$ cat config.mk
export PLATFORM = sky130hd
export DESIGN_NAME = video_mem_arbiter
export DESIGN_NICKNAME = d
export VERILOG_FILES = /design/src/rtl/video_pkg.sv /design/src/rtl/rr_select.sv /design/src/rtl/video_mem_arbiter.sv
export SDC_FILE = /design/constraint.sdc
export NUM_CORES = 1
export LEC_CHECK = 0
export CAP_MARGIN = 20
export CORE_MARGIN = 2
export CORE_UTILIZATION = 35
export DETAILED_ROUTE_END_ITERATION = 7
export HOLD_SLACK_MARGIN = 0.05
export PLACE_DENSITY = 0.72
export SKIP_CTS_REPAIR_TIMING = 1
export SLEW_MARGIN = 0
export SYNTH_ARGS = -nofsm -noshare
export SYNTH_HDL_FRONTEND = slang
export SYNTH_HIERARCHICAL = 1
export SYNTH_SLANG_ARGS = --single-unit
$ cat constraint.sdc
create_clock -name clk -period 5.6 [get_ports clk]
set_input_delay 1.12 -clock clk [delete_from_list [all_inputs] [get_ports clk]]
set_output_delay 1.12 -clock clk [all_outputs]
set_load 0.05 [all_outputs]
$ cat src/rtl/video_pkg.sv
// Shared types and helpers for the video memory arbiter family.
// Latency: n/a (declarations only).
// Backpressure: n/a.
package video_pkg;

   // Arbiter sequencing: pick a winner, hold the memory request, pulse the ack
   typedef enum logic [1:0] {
      IDLE  = 2'd0,
      ISSUE = 2'd1,
      DONE  = 2'd2
   } arb_state_e;

   // Slot counter saturates so a long layer-only stretch cannot wrap past the CPU threshold
   localparam int              SLOT_W   = 4;
   localparam logic [SLOT_W-1:0] SLOT_MAX = 4'd15;

   localparam int              OVR_W    = 8;
   localparam logic [OVR_W-1:0]  OVR_MAX  = 8'hFF;

   // Requester ids cover every layer plus one extra code for the CPU
   function automatic int id_width(input int num_req);
      return $clog2(num_req + 1);
   endfunction

   // The CPU takes the id just past the last layer
   function automatic int cpu_id(input int num_req);
      return num_req;
   endfunction

endpackage

$ cat src/rtl/rr_select.sv
// Round-robin picker: returns the first set request strictly after ptr_i, wrapping modulo N.
// Latency: purely combinational.
// Backpressure: none; the caller decides when a pick is consumed and advances ptr_i.
module rr_select #(
   parameter int N  = 4,
   parameter int PW = $clog2(N)
) (
   input  logic [N-1:0]  req_i,
   input  logic [PW-1:0] ptr_i,
   output logic          vld_o,
   output logic [PW-1:0] idx_o
);

   int unsigned cand;

   // Scan from farthest to nearest candidate so the nearest hit is the last one written
   always_comb begin
      vld_o = 1'b0;
      idx_o = '0;
      cand  = 0;
      for (int k = N; k >= 1; k--) begin
         cand = (int'(ptr_i) + k) % N;
         if (req_i[PW'(cand)]) begin
            vld_o = 1'b1;
            idx_o = PW'(cand);
         end
      end
   end

endmodule

$ cat src/rtl/video_mem_arbiter.sv
// Shares one VRAM port between NUM_REQ layer fetchers and the CPU, raster-aware.
// Latency: request sampled -> mem_req 1 cycle; mem_ack -> requester ack 1 cycle.
// Backpressure: mem_req held until mem_ack; requesters hold req/addr/data until their ack.
module video_mem_arbiter #(
   parameter int NUM_REQ         = 4,
   parameter int ADDR_WIDTH      = 20,
   parameter int DATA_WIDTH      = 32,
   parameter int CPU_SLOT_PERIOD = 4
) (
   input  logic                          clk,
   input  logic                          reset,
   input  logic                          hblank,
   input  logic                          vblank,
   input  logic [NUM_REQ-1:0]            layer_req,
   input  logic [NUM_REQ*ADDR_WIDTH-1:0] layer_addr,
   output logic [NUM_REQ-1:0]            layer_ack,
   output logic [DATA_WIDTH-1:0]         layer_rdata,
   input  logic                          cpu_req,
   input  logic                          cpu_we,
   input  logic [ADDR_WIDTH-1:0]         cpu_addr,
   input  logic [DATA_WIDTH-1:0]         cpu_wdata,
   output logic                          cpu_ack,
   output logic [DATA_WIDTH-1:0]         cpu_rdata,
   output logic                          mem_req,
   output logic                          mem_we,
   output logic [ADDR_WIDTH-1:0]         mem_addr,
   output logic [DATA_WIDTH-1:0]         mem_wdata,
   input  logic                          mem_ack,
   input  logic [DATA_WIDTH-1:0]         mem_rdata,
   output logic                          line_overrun,
   output logic [7:0]                    overrun_count
);

   import video_pkg::*;

   localparam int                PTR_W       = $clog2(NUM_REQ);
   localparam int                ID_W        = id_width(NUM_REQ);
   localparam logic [ID_W-1:0]   CPU_ID      = ID_W'(cpu_id(NUM_REQ));
   localparam logic [SLOT_W-1:0] SLOT_PERIOD = SLOT_W'(CPU_SLOT_PERIOD);

   arb_state_e              state_q;
   logic [PTR_W-1:0]        ptr_q, ptr_d;
   logic [SLOT_W-1:0]       slot_q, slot_d;
   logic [ID_W-1:0]         win_q, win_d;
   logic [ADDR_WIDTH-1:0]   addr_q, addr_d;
   logic                    we_q, we_d;
   logic [DATA_WIDTH-1:0]   wdata_q, wdata_d;
   logic                    mem_req_q;
   logic [NUM_REQ-1:0]      layer_ack_q;
   logic [DATA_WIDTH-1:0]   layer_rdata_q;
   logic                    cpu_ack_q;
   logic [DATA_WIDTH-1:0]   cpu_rdata_q;
   logic                    hblank_q;
   logic                    overrun_q;
   logic [OVR_W-1:0]        overrun_cnt_q;

   logic                    rr_vld;
   logic [PTR_W-1:0]        rr_idx;
   logic [ADDR_WIDTH-1:0]   layer_addr_sel;
   logic                    cpu_win;
   logic                    grant_vld;
   logic                    layer_busy;
   logic                    overrun_hit;

   rr_select #(
      .N  (NUM_REQ),
      .PW (PTR_W)
   ) u_rr_select (
      .req_i (layer_req),
      .ptr_i (ptr_q),
      .vld_o (rr_vld),
      .idx_o (rr_idx)
   );

   assign layer_addr_sel = layer_addr[rr_idx*ADDR_WIDTH +: ADDR_WIDTH];

   // Winner selection: CPU owns vblank, gets a reserved slot in active video, else round-robin layers
   always_comb begin
      cpu_win   = cpu_req && (vblank || (slot_q >= SLOT_PERIOD) || !rr_vld);
      grant_vld = cpu_req || rr_vld;
      win_d     = CPU_ID;
      addr_d    = cpu_addr;
      we_d      = cpu_we;
      wdata_d   = cpu_wdata;
      ptr_d     = ptr_q;
      slot_d    = '0;
      if (!cpu_win) begin
         win_d   = ID_W'(rr_idx);
         addr_d  = layer_addr_sel;
         we_d    = 1'b0;
         wdata_d = '0;
         ptr_d   = rr_idx;
         slot_d  = (slot_q == SLOT_MAX) ? slot_q : slot_q + SLOT_W'(1);
      end
   end

   // Grant sequencer: latch the winner, hold the memory request, return data with a one-cycle ack
   always_ff @(posedge clk) begin
      if (reset) begin
         state_q       <= IDLE;
         ptr_q         <= PTR_W'(NUM_REQ - 1);
         slot_q        <= '0;
         win_q         <= '0;
         addr_q        <= '0;
         we_q          <= 1'b0;
         wdata_q       <= '0;
         mem_req_q     <= 1'b0;
         layer_ack_q   <= '0;
         layer_rdata_q <= '0;
         cpu_ack_q     <= 1'b0;
         cpu_rdata_q   <= '0;
      end else begin
         layer_ack_q <= '0;
         cpu_ack_q   <= 1'b0;
         case (state_q)
            IDLE: begin
               if (grant_vld) begin
                  win_q     <= win_d;
                  addr_q    <= addr_d;
                  we_q      <= we_d;
                  wdata_q   <= wdata_d;
                  ptr_q     <= ptr_d;
                  slot_q    <= slot_d;
                  mem_req_q <= 1'b1;
                  state_q   <= ISSUE;
               end
            end
            ISSUE: begin
               if (mem_ack) begin
                  mem_req_q <= 1'b0;
                  we_q      <= 1'b0;
                  if (win_q == CPU_ID) begin
                     cpu_ack_q   <= 1'b1;
                     cpu_rdata_q <= mem_rdata;
                  end else begin
                     layer_ack_q   <= NUM_REQ'(1) << win_q;
                     layer_rdata_q <= mem_rdata;
                  end
                  state_q <= DONE;
               end
            end
            DONE: begin
               // Requesters may drop req on this edge; IDLE samples only from the next cycle
               state_q <= IDLE;
            end
            default: begin
               state_q <= IDLE;
            end
         endcase
      end
   end

   // A layer fetch still in flight counts as unfinished work for the overrun check
   assign layer_busy  = (state_q != IDLE) && (win_q != CPU_ID);
   assign overrun_hit = hblank && !hblank_q && !vblank && ((|layer_req) || layer_busy);

   // Line overrun: pulse and saturating count when hblank starts with layer work outstanding
   always_ff @(posedge clk) begin
      if (reset) begin
         hblank_q      <= 1'b0;
         overrun_q     <= 1'b0;
         overrun_cnt_q <= '0;
      end else begin
         hblank_q  <= hblank;
         overrun_q <= overrun_hit;
         if (overrun_hit && (overrun_cnt_q != OVR_MAX)) begin
            overrun_cnt_q <= overrun_cnt_q + OVR_W'(1);
         end
      end
   end

   assign mem_req       = mem_req_q;
   assign mem_we        = we_q;
   assign mem_addr      = addr_q;
   assign mem_wdata     = wdata_q;
   assign layer_ack     = layer_ack_q;
   assign layer_rdata   = layer_rdata_q;
   assign cpu_ack       = cpu_ack_q;
   assign cpu_rdata     = cpu_rdata_q;
   assign line_overrun  = overrun_q;
   assign overrun_count = overrun_cnt_q;

endmodule

Yosys cells after proc, flatten, opt, wreduce, memory -nomap -nowiden
Cells that the tools add are included.
{ "op_classes": {"n_addsub": 6, "mul": 1, "order_cmp": 5, "n_eq_ne": 8, "shifts": 2, "muxes": 31, "bitwise_logic": 4, "reduce_logical": 26} }
{ "op_table": {"columns": ["operator", "count"], "rows": [
  ["80-bit by 8-bit indexed part select with 20-bit output", 1],
  ["32-bit 2-to-1 mux", 1],
  ["20-bit 2-to-1 mux", 1],
  ["3-bit AND reduction", 5],
  ["1-bit 2-to-1 mux", 13],
  ["2-bit by 3-bit less-than comparator with 1-bit output (second input constant)", 4],
  ["2-bit 2-to-1 mux", 6],
  ["8-bit by 1-bit adder with 8-bit output (second input constant)", 1],
  ["1-bit binary-select mux with 2-bit select", 4],
  ["4-bit 2-to-1 mux", 2],
  ["8-bit != test (second input constant)", 1],
  ["4-bit OR reduction", 2],
  ["1-bit logical AND", 6],
  ["2-bit != test (second input constant)", 3],
  ["2-bit by 3-bit multiplier with 5-bit output (second input constant)", 1],
  ["2-bit by 1-bit adder with 2-bit output (second input constant)", 2],
  ["2-bit adder (second input constant)", 2],
  ["4-bit by 1-bit adder with 4-bit output (second input constant)", 1],
  ["4-bit equality test (second input constant)", 1],
  ["4-bit by 3-bit greater-or-equal comparator with 1-bit output (second input constant)", 1],
  ["1-bit logical OR", 4],
  ["1-bit NOT", 4],
  ["1-bit one-hot mux with 2 select lines", 2],
  ["2-bit one-hot mux with 2 select lines", 1],
  ["other kinds (10)", 14]
]} }
{ "totals": {"register_bits": 144, "inputBits": 175, "output_inout_bits": 132, "word_cells": 98} }

Longest topological paths before layout
Gate-level depths: netlist of the first run.
{ "depth": {"word_depth": 13, "depth_mapped": 8, "depth_no_buf": 6} }

Modules after synthesis
The synthesis of the first run kept the hierarchy.
{ "modules_own_cells": {"columns": ["module", "n_inst", "cells_each", "area_each_um2", "seq_area_each_um2"], "rows": [
  ["video_mem_arbiter", 1, 634, 5753.0, 2882.8],
  ["rr_select", 1, 14, 91.3, 0.0]
]} }

Worst setup path before layout of the first run
Ideal clock, no wire load.
{ "synth_path": {"path_kind": "input -> register", "from": "input layer_req[2]", "to": "register addr_q[13], in the netlist mem_addr[13]", "setup_time_ns": 0.136, "arrival_time_ns": 2.933, "required_time_ns": 5.464, "path_slack_ns": 2.531, "cell_stages": 7, "path_buffers": 1, "cell_sequence": "and2b_1 a21oi_2 o221ai_2 clkbuf_1 mux4_2 a22oi_1 a21oi_2"} }
{ "synth_via": {"word_cells_on_any_way": 24, "cone_classes": "mul: 1; shift: 1; mux: 17; reduce/logical: 5"} }
{ "synth_lines": {"columns": ["item", "line", "rtl"], "rows": [
  ["from (decl)", "video_mem_arbiter.sv:14", "input logic [NUM_REQ-1:0] layer_req,"],
  ["1-bit binary-select mux with 2-bit select", "rr_select.sv:23", "if (req_i[PW'(cand)]) begin"],
  ["1-bit 2-to-1 mux (implied by the code)", "rr_select.sv:23", null],
  ["2-bit 2-to-1 mux (3 in series)", "rr_select.sv:23", null],
  ["2-bit 2-to-1 mux *", "rr_select.sv:23", null],
  ["named net rr_idx[0]", "video_mem_arbiter.sv:58", "logic [PTR_W-1:0] rr_idx;"],
  ["2-bit by 3-bit multiplier with 5-bit output *", "video_mem_arbiter.sv:75", "assign layer_addr_sel = layer_addr[rr_idx*ADDR_WIDTH +: ADDR_WIDTH];"],
  ["80-bit by 8-bit indexed part select with 20-bit output *", "video_mem_arbiter.sv:75", null],
  ["20-bit 2-to-1 mux *", "video_mem_arbiter.sv:87", "if (!cpu_win) begin"],
  ["to (signal assigned)", "video_mem_arbiter.sv:119", "addr_q <= addr_d;"],
  ["to (decl)", "video_mem_arbiter.sv:45", "logic [ADDR_WIDTH-1:0] addr_q, addr_d;"]
]} }
Mark *: on every way through the listed nets, which the timed path passes. The rest lies on a longest branch. The select of a mux whose other input is x is not followed.
A chain may end at the register's enable or synchronous reset.

Final worst setup path of the first run
{ "layout_path": {"from": "input layer_req[0]", "to": "register addr_q[18], in the netlist mem_addr[18]"} }
{ "layout_via": {"elab_chain_len": 10, "word_cells_on_any_way": 24, "cone_classes": "mul: 1; shift: 1; mux: 17; reduce/logical: 5"} }
{ "layout_lines": {"columns": ["item", "line", "rtl"], "rows": [
  ["1-bit binary-select mux with 2-bit select", "rr_select.sv:23", null],
  ["1-bit 2-to-1 mux (implied by the code)", "rr_select.sv:23", null],
  ["1-bit 2-to-1 mux (3 in series)", "rr_select.sv:23", null],
  ["1-bit 2-to-1 mux *", "rr_select.sv:23", null],
  ["named net rr_vld", "video_mem_arbiter.sv:57", "logic rr_vld;"],
  ["1-bit zero test", "video_mem_arbiter.sv:79", "cpu_win = cpu_req && (vblank || (slot_q >= SLOT_PERIOD) || !rr_vld);"],
  ["1-bit logical OR", "video_mem_arbiter.sv:79", null],
  ["1-bit logical AND", "video_mem_arbiter.sv:79", null],
  ["20-bit 2-to-1 mux", "video_mem_arbiter.sv:87", null]
]} }
Marks and branches as above.

==> results of run 1 <==
final timing paths:
kind | start | endpoint | slack [ns] | depth (start not counted)
setup / recovery | layer_req[0] | mem_addr[18] | 2.34 | 7
setup reg to reg | ptr_q[1] | mem_addr[17] | 3.25 | 8
hold reg to reg | cpu_rdata[15] | cpu_rdata[15] | 0.45 | 2
hold / removal | cpu_rdata[15] | cpu_rdata[15] | 0.45 | 2
state kept, by name, summed over array words and instances (netlist names), 3 cells and up:
register	count
cpu_rdata	32
layer_rdata	32
mem_wdata	32
mem_addr	20
overrun_count	8
layer_ack	4
slot_q	4
win_q	3
area by class of cell:
type	count	area share
inverter	3	0.00117
multi-input combinational	449	0.284
tap	220	0.0285
clock inverter	13	0.0131
clock buffer	19	0.0469
sequential	144	0.298
timing repair buffer	316	0.328
layout by cell type, fill, tap and decap left out, drive strengths merged, types with 2 or more instances in the layout:
master | Yosys | layout
mux2i | 2 | 2
inv | 3 | 7
buf | 8 | 11
o21ai | 3 | 3
a21oi | 100 | 100
nor3b | 3 | 3
nor2 | 47 | 47
mux4 | 20 | 20
or3b | 2 | 2
o31ai | 5 | 5
dfxtp | 144 | 144
a211oi | 3 | 3
ha | 2 | 2
or2 | 2 | 2
a22oi | 54 | 54
nor2b | 5 | 5
nand4 | 2 | 2
clkbuf | 43 | 19
nor3 | 4 | 4
clkinv | 0 | 5
nand3b | 3 | 3
a211o | 2 | 2
clkdlybuf4s50 | 0 | 305
and3 | 3 | 3
nand2 | 155 | 155
nand2b | 7 | 7
nand3 | 6 | 6
clkinvlp | 0 | 3
or4 | 5 | 5
tightest hold or removal path, cell delays in order, from the launching register on:
cell and delay (ns):
dfxtp_1 0.31, nand2_1 0.05, a21oi_1 0.05
cell usage after synthesis (3+ instances only):
master	number
nand3b_1	3
buf_6	3
nand3_1	6
dfxtp_1	144
or4_1	5
clkbuf_1	42
nor3b_1	3
inv_1	3
nor2_1	47
a21oi_1	89
o31ai_1	5
nor2b_1	5
a21oi_2	11
a22oi_1	53
nand2b_1	7
nand2_1	155
buf_2	3
nor3_1	4
mux4_2	20
power by group through the flow:
stage	Clock, mW	Combinational (mW)	Sequential (mW)
after floorplan	0	0.224	1.27
after global placement	0	0.631	1.13
after detailed placement	0	0.636	1.13
after CTS	1.13	0.637	1.11
after global routing	1.17	0.681	1.11
final	1.10	0.641	1.11
per-stage QoR:
step	setup WS, ns	utilization
floorplan	2.53	-
finish	2.34	0.587
detailed placement	1.61	0.549
CTS	2.05	0.584
global placement	1.67	0.549
global route	2.17	0.587
layer usage:
layer  up-vias  wire length (microns)  GRT usage
met5         -                      0          0
met4         0                    404     0.0762
met3        29                   1480     0.0689
met2       231                   9410      0.360
met1      2671                   7510      0.242
li1       2830                      -          -
logic make-up after synthesis:
| group | Yosys count | share of synthesized area |
|---|---|---|
| mux | 23 | 0.0824 |
| fa+ha+maj | 2 | 0.00428 |
| compound gates | 173 | 0.190 |
| flops | 144 | 0.493 |
| buf+inv | 55 | 0.0432 |
| simple gates | 251 | 0.187 |
==> results.json, run 1 <==
{
  "synth.avg_cell_area_sq_um": 9.02,
  "ys_types": 49,
  "clk_latency_ns": 0.42,
  "insertedDiodeCount": 0,
  "vias": 5761,
  "clock_path_buffers": 2,
  "grt_pass1_wl_microns": 29100,
  "first_pass_iters": 5,
  "cts_tree": "built",
  "antenna_found_initial": 0,
  "wirelength_microns": 18800,
  "synth_top_area_cell": "dfxtp_1",
  "critPathMaxFanout": 53,
  "relSlewSlack": 0.301,
  "io_pins": 307,
  "irDropWorstVdd_mv": 0.206,
  "drive_gt1_frac": 0.0943,
  "async_reset_ff_frac": 0,
  "cts.sinks": 144,
  "gr-usage-all-layers": 0.208,
  "hp-class": "register to register",
  "path_cells": "clkdlybuf4s50_1, nor2_1, nand2_1, or4b_4, and3_2, a22oi_1, a21oi_1",
  "grt_max_degree": 84,
  "arrival_ns": 3.52,
  "ys_seq_area_frac": 0.493,
  "synth_cells": 648,
  "core_sq_um": 16500,
  "status": "finished clean",
  "yosys_warnings": 6,
  "dieArea_sq_um": 17700,
  "synth_fp_nets": 825,
  "leakage_nw": 3.36,
  "synth_edf_count": 0,
  "finalSetupViolCount": 0,
  "grt_pass1_vias": 5526,
  "internal-power_mw": 2.01,
  "place.port_buffers": 306,
  "synthToLayoutAreaGrowth_pct": 65.3,
  "switching_share": 0.293,
  "remaining_drc_errors": 0,
  "setup-tns-final_ns": 0,
  "layout_min_cycle_time_ns": 3.26,
  "overflow": 0,
  "hpwl_microns": 13400,
  "multi_input_area_sq_um": 2740,
  "cts_root_buf": "clkbuf_16",
  "max_freq_mhz": 306,
  "ys.flop_type": "dfxtp_1",
  "final.period_utilization": 0.583,
  "design_area_sq_um": 9660,
  "crit_required_ns": 5.85,
  "drt_iter0_drc": 267,
  "rows": 47,
  "initial_core_util": 0.355,
  "register_area_sq_um": 2880,
  "total_power_mw": 2.85,
  "fillers": 1484,
  "combPwrFrac": 0.225,
  "fp.dieH_microns": 133,
  "ant_nets": 0,
  "dpl.cell_count": 1130,
  "max_cap_violations": 0,
  "viasPerCell": 4.95,
  "hold_slack_ns": 0.451,
  "hold_violations": 0,
  "critical_path_class": "input pin to register",
  "powerDensity_nw_per_um2": 295,
  "finalWeightedCongestion": 0.838,
  "synth.top_cell.area_share": 0.493,
  "cts_buffers": 17,
  "wl_per_cell_microns": 16.1,
  "cp_slowest_cell": "and3_2",
  "seqPwrFrac": 0.388,
  "power_switching_uw": 836,
  "fin_cells": 1164,
  "path_delay_family": "simple AND/OR/NAND/NOR gates",
  "cp-end-kind": "register",
  "slowest_delay_ns": 0.58,
  "fin_skew_ns": 0.0145,
  "layout.nets": 1108,
  "p_clk_frac": 0.387,
  "clk_pin_slew_worst_paths_ns": 0.06,
  "postPlaceCellArea_sq_um": 9040,
  "finalMaxSlewViolations": 0,
  "die_w_microns": 133,
  "tightest_slew_ns": 1.05,
  "crit_buf_inv": 1,
  "cp-start-kind": "input pin",
  "htree_levels": 4,
  "synth_area_leaders": "dfxtp_1, nand2_1, mux4_2",
  "synthesis.area_sq_um": 5840,
  "rsz0062_at_grt": "false",
  "ys_ff_latch": 144
}
Note: power is estimated with default switching activity, not from simulation.
==> inputs of run 2 (changes only) <==
==> constraint.sdc (replaced) <==
create_clock -name clk -period 3.15 [get_ports clk]
set_input_delay 0.63 -clock clk [delete_from_list [all_inputs] [get_ports clk]]
set_output_delay 0.63 -clock clk [all_outputs]
set_load 0.05 [all_outputs]
==> results.json, run 2 (synthesis gave the netlist of run 1 again) <==
{
  "status": "finished clean",
  "wl_per_cell_microns": 16.3,
  "clk_pin_slew_worst_paths_ns": 0.06,
  "finalMaxSlewViolations": 0,
  "cp-start-kind": "input pin",
  "die_w_microns": 133,
  "grt_pass1_vias": 5765,
  "viasPerCell": 5.00,
  "postPlaceCellArea_sq_um": 9120,
  "initial_core_util": 0.355,
  "max_cap_violations": 0,
  "fin_cells": 1169,
  "total_power_mw": 5.19,
  "layout_common_cells": "clkdlybuf4s50_1, nand2_1, dfxtp_1, a21oi_1, a22oi_1",
  "irDropWorstVdd_mv": 0.391,
  "htree_levels": 4,
  "rows": 47,
  "finalSetupViolCount": 0,
  "relSlewSlack": 0.562,
  "fin_skew_ns": 0.0111,
  "final_util": 0.591,
  "leakage_nw": 3.40,
  "gr-usage-all-layers": 0.215,
  "cts.sinks": 144,
  "wirelength_microns": 19100,
  "arrival_ns": 2.83,
  "cts_buffers": 17,
  "hold_violations": 0,
  "place.port_buffers": 306,
  "dieArea_sq_um": 17700,
  "fp.dieH_microns": 133,
  "first_pass_iters": 4,
  "powerDensity_nw_per_um2": 533,
  "overflow": 0,
  "cts_root_buf": "clkbuf_16",
  "rsz0062_at_grt": "false",
  "finalWorstSetupSlack_ns": 0.599,
  "tightest_slew_ns": 0.657,
  "grt_pass1_wl_microns": 30000,
  "core_sq_um": 16500,
  "max_freq_mhz": 392,
  "pre_cts_slack_ns": 0.173,
  "cts_tree": "built",
  "finalWeightedCongestion": 0.821,
  "insertedDiodeCount": 0,
  "final.period_utilization": 0.810,
  "critPathMaxFanout": 40,
  "layout_min_cycle_time_ns": 2.55,
  "antenna_found_initial": 0,
  "hold_slack_ns": 0.452,
  "design_area_sq_um": 9730,
  "vias": 5847,
  "dpl.cell_count": 1137,
  "remaining_drc_errors": 0,
  "drt_iter0_drc": 278,
  "crit_required_ns": 3.43,
  "hp-class": "register to register",
  "clk_latency_ns": 0.42,
  "layout.nets": 1113,
  "clock_path_buffers": 2,
  "grt_max_degree": 63,
  "io_pins": 307,
  "fillers": 1456,
  "critical_path_class": "input pin to register",
  "hpwl_microns": 13900,
  "layout.cells.most_common": "clkdlybuf4s50_1",
  "synthToLayoutAreaGrowth_pct": 66.5,
  "cp-end-kind": "register",
  "setup-tns-final_ns": 0,
  "drive_gt1_frac": 0.0980,
  "ant_nets": 0
}
## run 2: cell count changes in the layout (fill, tap and decap cells not counted)
cell	change
buf_4	+5
bufinv_16	+2
clkbuf_1	+1
clkbuf_8	-2
clkinvlp_4	-2
inv_6	+1
## run 2: path summary, 6_finish.rpt
check | cells past startpoint | to | slack (ns) | startpoint
worst max-delay path | 8 | mem_wdata[4] | 0.60 | layer_req[0]
worst min-delay path | 2 | cpu_rdata[29] | 0.45 | cpu_rdata[29]
worst max register to register | 7 | mem_addr[14] | 1.01 | ptr_q[1]
worst min register to register | 2 | cpu_rdata[29] | 0.45 | cpu_rdata[29]
## run 2: per-layer routing
layer / global-route usage / wire length (microns)
met5: 0 / 0
met4: 0.0904 / 567
met1: 0.235 / 7260
met2: 0.380 / 9630
met3: 0.0731 / 1630
## run 2: cell type report
type	instances	area, sq um	share of cell area
Timing Repair Buffer	321	3210	0.330
Multi-Input combinational cell	449	2740	0.282
Clock inverter	14	180	0.0185
Clock buffer	18	429	0.0441
Tap cell	220	275	0.0283
Sequential cell	144	2880	0.296
Inverter	3	11.3	0.00116
## run 2: critical path, cell delays in order
cell and delay, ns:
clkdlybuf4s50_1 0.57, nor2_1 0.08, nand2_1 0.19, or4b_4 0.53, and3_2 0.36, buf_12 0.22
a22oi_1 0.16, nor2_1 0.05
## run 2: power by group
part	switching, mW	total (mW)	internal [mW]
Sequential	0.0563	1.97	1.91
Clock	0.812	2.07	1.26
Combinational	0.617	1.15	0.529
==> inputs of run 3 (changes only) <==
==> constraint.sdc (replaced) <==
create_clock -name clk -period 2.4 [get_ports clk]
set_input_delay 0.48 -clock clk [delete_from_list [all_inputs] [get_ports clk]]
set_output_delay 0.48 -clock clk [all_outputs]
set_load 0.05 [all_outputs]
==> results.json, run 3 (synthesis gave the netlist of run 1 again) <==
{
  "drive_gt1_frac": 0.110,
  "path_delay_family": "buffers and inverters",
  "place.port_buffers": 306,
  "antenna_found_initial": 1,
  "internal-power_mw": 4.92,
  "finalWeightedCongestion": 0.831,
  "max_freq_mhz": 443,
  "critPathMaxFanout": 8,
  "die_w_microns": 133,
  "first_pass_iters": 5,
  "status": "finished clean",
  "layout_min_cycle_time_ns": 2.26,
  "critical_path_class": "input pin to register",
  "arrival_ns": 2.55,
  "remaining_drc_errors": 0,
  "min_path_cells": 2,
  "synthToLayoutAreaGrowth_pct": 69.9,
  "finalMaxSlewViolations": 0,
  "grt_max_degree": 70,
  "fillers": 1461,
  "core_sq_um": 16500,
  "cp-end-kind": "register",
  "finalSetupViolCount": 0,
  "powerDensity_nw_per_um2": 690,
  "crit_buf_inv": 2,
  "grt_pass1_wl_microns": 30200,
  "clk_latency_ns": 0.40,
  "rows": 47,
  "layout.cells.most_common": "clkdlybuf4s50_1",
  "vias": 5862,
  "tightest_slew_ns": 0.644,
  "seqPwrFrac": 0.377,
  "cts_tree": "built",
  "hp-class": "register to register",
  "hold_slack_ns": 0.451,
  "drt_iter0_drc": 342,
  "relSlewSlack": 0.570,
  "fin_skew_ns": 0.00647,
  "ff2ff_path_depth": 7,
  "irDropWorstVdd_mv": 0.472,
  "fp.dieH_microns": 133,
  "crit_top_cell": "a21oi_2",
  "final.period_utilization": 0.941,
  "viasPerCell": 4.96,
  "htree_levels": 4,
  "overflow": 0,
  "dieArea_sq_um": 17700,
  "layout_common_cells": "clkdlybuf4s50_1, nand2_1, dfxtp_1, a21oi_1, a22oi_1",
  "leakage_nw": 3.49,
  "max_cap_violations": 0,
  "layout.nets": 1127,
  "path_cells": "clkdlybuf4s50_1, and2b_1, a21oi_2, o221ai_4, buf_4, mux4_2, a22oi_1, a21oi_2",
  "hold_violations": 0,
  "crit_required_ns": 2.69,
  "clk_pin_slew_worst_paths_ns": 0.06,
  "io_pins": 307,
  "initial_core_util": 0.355,
  "cp_num_cells": 8,
  "wirelength_microns": 19100,
  "cts.sinks": 144,
  "cts_buffers": 17,
  "cp-start-kind": "input pin",
  "combPwrFrac": 0.229,
  "clock_path_buffers": 2,
  "switching_share": 0.282,
  "power_switching_mw": 1.93,
  "wl_per_cell_microns": 16.1,
  "final_util": 0.603,
  "slowest_delay_ns": 0.51,
  "grt_pass1_vias": 5747,
  "hpwl_microns": 13700,
  "p_clk_frac": 0.395,
  "rsz0062_at_grt": "false",
  "cts_root_buf": "clkbuf_16",
  "ant_nets": 0,
  "cp_slowest_cell": "mux4_2",
  "gr-usage-all-layers": 0.213
}
-- run 3: cell types whose count changed in the layout (fill, tap and decap cells not counted), sizes merged --
cell | before | now
buf | 16 | 30
clkinv | 5 | 3
inv | 8 | 6
diode | 0 | 1
clkinvlp | 1 | 3
-- run 3: cell type report --
cell class / count / area [sq um] / area share
clock inverters: 12 / 160 / 0.0161
multi-input cells: 449 / 2740 / 0.276
well taps: 220 / 275 / 0.0277
flip-flops and latches: 144 / 2880 / 0.290
inverters: 3 / 11.3 / 0.00113
diodes: 1 / 2.50 / 0.000252
repair buffers: 335 / 3420 / 0.344
clock buffers: 18 / 439 / 0.0442
-- run 3: worst paths after layout --
| check | from | to | slack, ns |
|---|---|---|---|
| setup reg to reg | ptr_q[1] | mem_addr[4] | 0.34 |
| hold / removal | cpu_rdata[11] | cpu_rdata[11] | 0.45 |
| setup / recovery | layer_req[2] | mem_addr[4] | 0.14 |
| hold reg to reg | cpu_rdata[11] | cpu_rdata[11] | 0.45 |
-- run 3: worst reg2reg max path, stage by stage (launching register included) --
cell and delay, ns:
dfxtp_1 0.44, nand2b_1 0.16, a21oi_2 0.07, o221ai_4 0.23
buf_4 0.25, mux4_2 0.51, a22oi_1 0.20, a21oi_2 0.08
-- run 3: layer usage --
metal,GRT usage,part of all wire
met5,0,0
met4,0.0792,0.025
met3,0.0689,0.079
met2,0.369,0.49
met1,0.245,0.40
-- run 3: power groups by stage --
stage	clock, mW	combinational, mW	sequential, mW
6_report	2.70	1.57	2.58
5_1_grt	2.86	1.67	2.59
4_1_cts	2.76	1.58	2.58
3_5_place_dp	0	1.58	2.63
3_3_place_gp	0	1.56	2.63
2_1_floorplan	0	0.523	2.97
-- run 3: stage by stage --
step / instances / setup slack (ns) / area (sq um) / power, mW / setup TNS [ns]
3_5_place_dp: 1151 / -0.278 / 9330 / 4.21 / -9.94
2_1_floorplan: 648 / 0.170 / 5850 / 3.50 / 0
4_1_cts: 1181 / 0.153 / 9920 / 6.92 / 0
5_1_grt: 1182 / 0.0293 / 9930 / 7.12 / 0
3_3_place_gp: 1151 / -0.230 / 9330 / 4.19 / -6.41
6_report: 1182 / 0.141 / 9930 / 6.85 / 0
